===== src/rtl/fir_output_stage.sv =====
// FIR output stage: aligns the filter result to its i_ce strobe, rounds/scales/saturates
// to OUT_W bits, and buffers samples in a show-ahead ready/valid FIFO with debug counters.
module fir_output_stage #(
    parameter int unsigned IN_W   = 39,
    parameter int unsigned OUT_W  = 16,
    parameter int unsigned SHIFT  = 15,
    parameter int unsigned CE_LAT = 2,
    parameter int unsigned DEPTH  = 8
) (
    input  logic                        i_clk,
    input  logic                        i_reset,
    input  logic                        i_ce,
    input  logic signed [IN_W-1:0]      i_result,
    input  logic                        i_flush,
    output logic signed [OUT_W-1:0]     o_sample,
    output logic                        o_valid,
    input  logic                        i_ready,
    output logic [7:0]                  o_sat_cnt,
    output logic [7:0]                  o_ovf_cnt,
    output logic                        o_ovf,
    output logic [$clog2(DEPTH):0]      o_level
);

    localparam int unsigned SUM_W = IN_W + 1;
    localparam int unsigned PTR_W = $clog2(DEPTH);
    localparam int unsigned LVL_W = PTR_W + 1;

    localparam logic signed [SUM_W-1:0] RND    = SUM_W'(64'd1 << (SHIFT - 1));
    localparam logic signed [SUM_W-1:0] SAT_HI = SUM_W'((64'd1 << (OUT_W - 1)) - 64'd1);
    localparam logic signed [SUM_W-1:0] SAT_LO = ~SAT_HI;

    logic [CE_LAT-1:0]        ce_sr_q, ce_sr_d;
    logic                     s1_valid_q, s1_valid_d;
    logic signed [SUM_W-1:0]  s1_data_q, s1_data_d;
    logic                     s2_valid_q, s2_valid_d;
    logic [OUT_W-1:0]         s2_data_q, s2_data_d;
    logic [OUT_W-1:0]         mem_q [DEPTH];
    logic [OUT_W-1:0]         mem_d [DEPTH];
    logic [PTR_W-1:0]         wr_ptr_q, wr_ptr_d;
    logic [PTR_W-1:0]         rd_ptr_q, rd_ptr_d;
    logic [LVL_W-1:0]         level_q, level_d;
    logic [OUT_W-1:0]         sample_q, sample_d;
    logic                     valid_q, valid_d;
    logic [7:0]               sat_cnt_q, sat_cnt_d;
    logic [7:0]               ovf_cnt_q, ovf_cnt_d;
    logic                     ovf_q, ovf_d;

    logic                     strobe_c;
    logic signed [SUM_W-1:0]  sum_c;
    logic signed [SUM_W-1:0]  round_c;
    logic                     sat_c;
    logic [OUT_W-1:0]         clip_c;
    logic                     pop_c, full_c, wr_ok_c, drop_c;

    // Round half up on the sign-extended result, then saturate the scaled value
    always_comb begin
        strobe_c = ce_sr_q[CE_LAT-1];
        sum_c    = SUM_W'(i_result) + RND;
        round_c  = sum_c >>> SHIFT;
        sat_c    = 1'b0;
        clip_c   = OUT_W'(s1_data_q);
        if (s1_data_q > SAT_HI) begin
            sat_c  = 1'b1;
            clip_c = OUT_W'(SAT_HI);
        end else if (s1_data_q < SAT_LO) begin
            sat_c  = 1'b1;
            clip_c = OUT_W'(SAT_LO);
        end
    end

    always_comb begin
        pop_c   = valid_q && i_ready;
        full_c  = (level_q == LVL_W'(DEPTH));
        wr_ok_c = s2_valid_q && (!full_c || pop_c);
        drop_c  = s2_valid_q && full_c && !pop_c;

        ce_sr_d    = CE_LAT'({ce_sr_q, i_ce});
        s1_valid_d = strobe_c;
        s1_data_d  = strobe_c ? round_c : s1_data_q;
        s2_valid_d = s1_valid_q;
        s2_data_d  = s1_valid_q ? clip_c : s2_data_q;
        mem_d      = mem_q;
        wr_ptr_d   = wr_ptr_q;
        rd_ptr_d   = rd_ptr_q;
        level_d    = level_q;
        sat_cnt_d  = sat_cnt_q;
        ovf_cnt_d  = ovf_cnt_q;
        ovf_d      = ovf_q;

        if (i_flush) begin
            ce_sr_d    = '0;
            s1_valid_d = 1'b0;
            s2_valid_d = 1'b0;
            wr_ptr_d   = '0;
            rd_ptr_d   = '0;
            level_d    = '0;
        end else begin
            if (wr_ok_c) begin
                mem_d[wr_ptr_q] = s2_data_q;
                wr_ptr_d        = wr_ptr_q + PTR_W'(1);
            end
            if (pop_c) begin
                rd_ptr_d = rd_ptr_q + PTR_W'(1);
            end
            case ({wr_ok_c, pop_c})
                2'b10:   level_d = level_q + LVL_W'(1);
                2'b01:   level_d = level_q - LVL_W'(1);
                default: level_d = level_q;
            endcase
            if (s1_valid_q && sat_c && (sat_cnt_q != 8'hFF)) begin
                sat_cnt_d = sat_cnt_q + 8'd1;
            end
            if (drop_c) begin
                ovf_d = 1'b1;
                if (ovf_cnt_q != 8'hFF) begin
                    ovf_cnt_d = ovf_cnt_q + 8'd1;
                end
            end
        end

        // Head register follows the post-update FIFO so a same-cycle write is visible
        valid_d  = (level_d != '0);
        sample_d = valid_d ? mem_d[rd_ptr_d] : sample_q;
    end

    always_ff @(posedge i_clk) begin
        mem_q <= mem_d;
    end

    always_ff @(posedge i_clk) begin
        if (i_reset) begin
            ce_sr_q    <= '0;
            s1_valid_q <= 1'b0;
            s1_data_q  <= '0;
            s2_valid_q <= 1'b0;
            s2_data_q  <= '0;
            wr_ptr_q   <= '0;
            rd_ptr_q   <= '0;
            level_q    <= '0;
            sample_q   <= '0;
            valid_q    <= 1'b0;
            sat_cnt_q  <= '0;
            ovf_cnt_q  <= '0;
            ovf_q      <= 1'b0;
        end else begin
            ce_sr_q    <= ce_sr_d;
            s1_valid_q <= s1_valid_d;
            s1_data_q  <= s1_data_d;
            s2_valid_q <= s2_valid_d;
            s2_data_q  <= s2_data_d;
            wr_ptr_q   <= wr_ptr_d;
            rd_ptr_q   <= rd_ptr_d;
            level_q    <= level_d;
            sample_q   <= sample_d;
            valid_q    <= valid_d;
            sat_cnt_q  <= sat_cnt_d;
            ovf_cnt_q  <= ovf_cnt_d;
            ovf_q      <= ovf_d;
        end
    end

    assign o_sample  = sample_q;
    assign o_valid   = valid_q;
    assign o_sat_cnt = sat_cnt_q;
    assign o_ovf_cnt = ovf_cnt_q;
    assign o_ovf     = ovf_q;
    assign o_level   = level_q;

endmodule


===== config.mk =====
export PLATFORM = sky130hd
export DESIGN_NAME = fir_output_stage
export DESIGN_NICKNAME = d
export VERILOG_FILES = /design/src/rtl/fir_output_stage.sv
export SDC_FILE = /design/constraint.sdc
export NUM_CORES = 1
export LEC_CHECK = 0
export CELL_PAD_IN_SITES_DETAIL_PLACEMENT = 1
export CELL_PAD_IN_SITES_GLOBAL_PLACEMENT = 2
export CORE_UTILIZATION = 37
export DETAILED_ROUTE_END_ITERATION = 10
export GPL_TIMING_DRIVEN = 0
export PLACE_DENSITY = 0.78
export SYNTH_ARGS = -nofsm -noshare
export SYNTH_HDL_FRONTEND = slang
export SYNTH_SLANG_ARGS = --single-unit

===== constraint.sdc =====
create_clock -name i_clk -period 9 [get_ports i_clk]
set_input_delay 0.9 -clock i_clk [delete_from_list [all_inputs] [get_ports i_clk]]
set_output_delay 0.9 -clock i_clk [all_outputs]
set_load 0.02 [all_outputs]

==> flow_metrics.tcl <==
set metrics [dict create \
    status "completed" \
    synth_top_family_by_area "simple AND/OR/NAND/NOR gates" \
    die_h_um 159 \
    hold_violations 0 \
    drt_iter0_markers 210 \
    drtPass1Iterations 7 \
    drcViolationCount 0 \
    synth_seq_cells 217 \
    final-setup-viol-count 0 \
    dieArea_um2 25300 \
    critPathCaptureType "flip-flop" \
    cts_hold_buf 0 \
    rsz0062_at_grt "false" \
    worstMarginPinSlew_ps 925 \
    clk_latency_ps 520 \
    crit_type "in -> reg" \
    multi_input_area_um2 4480 \
    pwr_density_cell_nw_per_um2 182 \
    synth.avg_cell_area_um2 10.1 \
    synth_fa_ha_area_share_pct 1.09 \
    synth.distinct_cells 48 \
    synthMuxAreaShare_pct 16.2 \
    grt_pass1_wl_um 37700 \
    insertedDiodeCount 0 \
    path_cells "clkdlybuf4s50_1 -> a21boi_2 -> nand2_1 -> nand2_1 -> ha_1 -> xor2_1 -> ha_1 -> a21oi_1 -> xor2_1 -> nor2_1 -> xnor2_1 -> nand3_1 -> a21oi_1 -> clkbuf_1 -> a22o_1" \
    min_path_type "reg -> reg" \
    gp_congestion 0.756 \
    ioPinCount 82 \
    synth-simple-area-share_pct 16.5 \
    synthArstFlopShare_pct 0 \
    setup_slack_ps 4440 \
    arrival_ps 5020 \
    max_freq_mhz 219 \
    intPower_mw 1.59 \
    cts.sinks 217 \
    clk_pin_slew_worst_paths_ps 60 \
    root_buffer "clkbuf_16" \
    syn_to_final_growth_pct 20.5 \
    ys_seq_area_share_pct 47.5 \
    tritoncts "built" \
    leakage_nw 4.24 \
    antenna_found_initial 0 \
    swShare_pct 21.0 \
    synth_xor_area_share_pct 4.22 \
    relSlewSlack_pct 37.8 \
    coreArea_um2 24200 \
    seq_area_um2 4340 \
    die-width_um 159 \
    timing.critical_path.buf_inv 2 \
    p_clk_share_pct 49.6 \
    grt_max_degree 14 \
    power_mw 2.01 \
    peakVddDrop_mv 0.0964 \
    hpwl_um 16600 \
    cpPeakStageDelay_ps 670 \
    nets 1049 \
    period_needed_ps 4560 \
    grt.total_usage_pct 18.2 \
    place_ws_ps 3860 \
    wl_um 22300 \
    synth_edf_count 0 \
    syn-cell-area_um2 9140 \
    cp_slowest_cell "a21oi_1" \
    numCtsBuffers 25 \
    drv_cap 0 \
    syn_inst 904 \
    nFillCells 2755 \
    fin_skew_ps 15.6 \
    port_buffers 66 \
    p_seq_share_pct 48.2 \
    combPwrFrac_pct 2.2 \
    cp_data_required_time_ps 9460 \
    dr_total_vias 6763 \
    synth_compound_area_share_pct 10.9 \
    synth.yosys.warnings 0 \
    post_cts_buffers 0 \
    switchingPower_mw 0.421 \
    synth_flop_cell "dfxtp_1" \
    final_max_slew_viol_count 0 \
    rows 57 \
    start_util_pct 37.7 \
    period_share_pct 50.7 \
    crit_family "compound AO/OA/AOI/OAI gates" \
    ant_nets 0 \
    cts_resized 0 \
    critPathLaunchType "input pin" \
    cts_max_level 1 \
    setup_tns_ps 0 \
    syn_nets 956 \
    grt_pass1_vias 7085 \
    grt_overflow_total 0 \
    wl_per_cell_um 16.7 \
    drive_above_1_share_pct 17.3 \
    clock_path_buffers 3 \
    vias_per_cell 5.05 \
    cp_max_fo 10 \
]
[layer usage]
layer	vias to the layer above	wire, um	GRT usage [%]
li1	3378	-	-
met1	3286	10600	23.7
met2	74	10800	32.1
met3	25	544	2.34
met4	0	290	3.85
met5	-	0	0
[synth_stat cells (3+ instances only)]
master	instances	area (um^2)
a211oi_1	21	158
or4_1	16	120
a22o_1	17	149
nand2_1	22	82.6
nand3_1	24	120
o2111a_1	16	180
dfxtp_1	217	4340
mux2_2	112	1260
or3_1	5	31.3
buf_2	8	40.0
and3_1	6	37.5
o211ai_1	19	143
nor3_1	19	95.1
nand4_1	12	75.1
nor2b_1	4	25.0
buf_6	5	56.3
clkbuf_1	36	135
mux2i_1	21	210
ha_1	8	100
xnor2_1	13	114
nand2b_1	49	307
and2_1	6	37.5
nand4bb_1	3	33.8
o21ai_0	21	105
xor2_1	31	272
inv_1	20	75.1
a21oi_1	22	110
nor2_1	126	473
[power groups by stage]
stage	combinational [mW]	clock, mW	sequential (mW)
6_report	0.0445	0.996	0.967
4_1_cts	0.0457	1.02	0.967
5_1_grt	0.0495	1.07	0.967
2_1_floorplan	0.0201	0	0.987
3_5_place_dp	0.0453	0	0.988
3_3_place_gp	0.0448	0	0.988
[final timing paths]
check / startpoint / end / slack, ps / depth (start not counted)
worst max-delay path: i_ready / o_sample[9]$_SDFFE_PP0P_ / 4440 / 15
worst min-delay path: mem_q[48]$_DFF_P_ / mem_q[48]$_DFF_P_ / 460 / 2
worst max register to register: o_level[1]$_SDFF_PP0_ / o_sample[9]$_SDFFE_PP0P_ / 4890 / 15
worst min register to register: mem_q[48]$_DFF_P_ / mem_q[48]$_DFF_P_ / 460 / 2
[final cells by class]
| cell class | count | area share [%] |
|---|---|---|
| sequential | 217 | 39.4 |
| inverter | 20 | 0.681 |
| clock buffer | 35 | 6.38 |
| multi-input combinational | 616 | 40.6 |
| buffer | 51 | 2.24 |
| tap | 324 | 3.68 |
| clock inverter | 9 | 0.976 |
| timing repair buffer | 66 | 6.00 |
[kinds of logic (layout without fill, tap and decap cells)]
| kind of cell | Yosys count | count (layout) |
|---|---|---|
| AO/OA/AOI/OAI | 130 | 130 |
| XOR/XNOR | 44 | 44 |
| adder cells (fa/ha/maj) | 8 | 8 |
| flip-flops | 217 | 217 |
| buffers and inverters | 71 | 181 |
| AND/OR/NAND/NOR | 300 | 300 |
| multiplexers | 134 | 134 |
[worst reg2reg max path: stages, from the launching register on]
cell	delay [ps]
dfxtp_1	300
buf_2	170
nor3_4	450
nand2_1	180
nand2_1	200
ha_1	290
xor2_1	100
ha_1	180
a21oi_1	140
xor2_1	160
nor2_1	70
xnor2_1	280
nand3_1	120
a21oi_1	670
clkbuf_1	500
a22o_1	240
[sequential cells by signal, summed over array words and instances (netlist names), 3 cells and up]
name	count
o_sat_cnt	8
mem_q	128
rd_ptr_q	3
wr_ptr_q	3
s1_data_q	25
o_ovf_cnt	8
s2_data_q	16
o_level	4
o_sample	16
[per-stage QoR]
step	instance area (um^2)	utilization [%]	instances	hold slack (ps)
6_report	11000	45.4	1338	459
5_1_grt	11000	45.4	1338	482
4_1_cts	11000	45.4	1338	462
3_5_place_dp	10200	42.1	1294	429
3_3_place_gp	10200	42.1	1294	413
2_1_floorplan	9140	-	904	406
[layout by cell type (no fill, tap or decap), drive strengths merged, types with 2 or more instances in the layout]
cell	Yosys	layout
a211oi	25	25
a21boi	2	2
a21oi	22	22
a22o	17	17
a311oi	2	2
a31oi	2	2
and2	6	6
and3	6	6
buf	15	15
bufinv	0	2
clkbuf	36	71
clkdlybuf4s50	0	66
clkinv	0	4
dfxtp	217	217
ha	8	8
inv	20	22
mux2	113	113
mux2i	21	21
nand2	22	22
nand2b	49	49
nand3	24	24
nand4	12	12
nand4bb	3	3
nor2	126	126
nor2b	4	4
nor3	20	20
nor4	2	2
o2111a	16	16
o211ai	19	19
o21ai	21	21
or3	5	5
or4	16	16
xnor2	13	13
xor2	31	31
(Power assumes the default switching activity.)
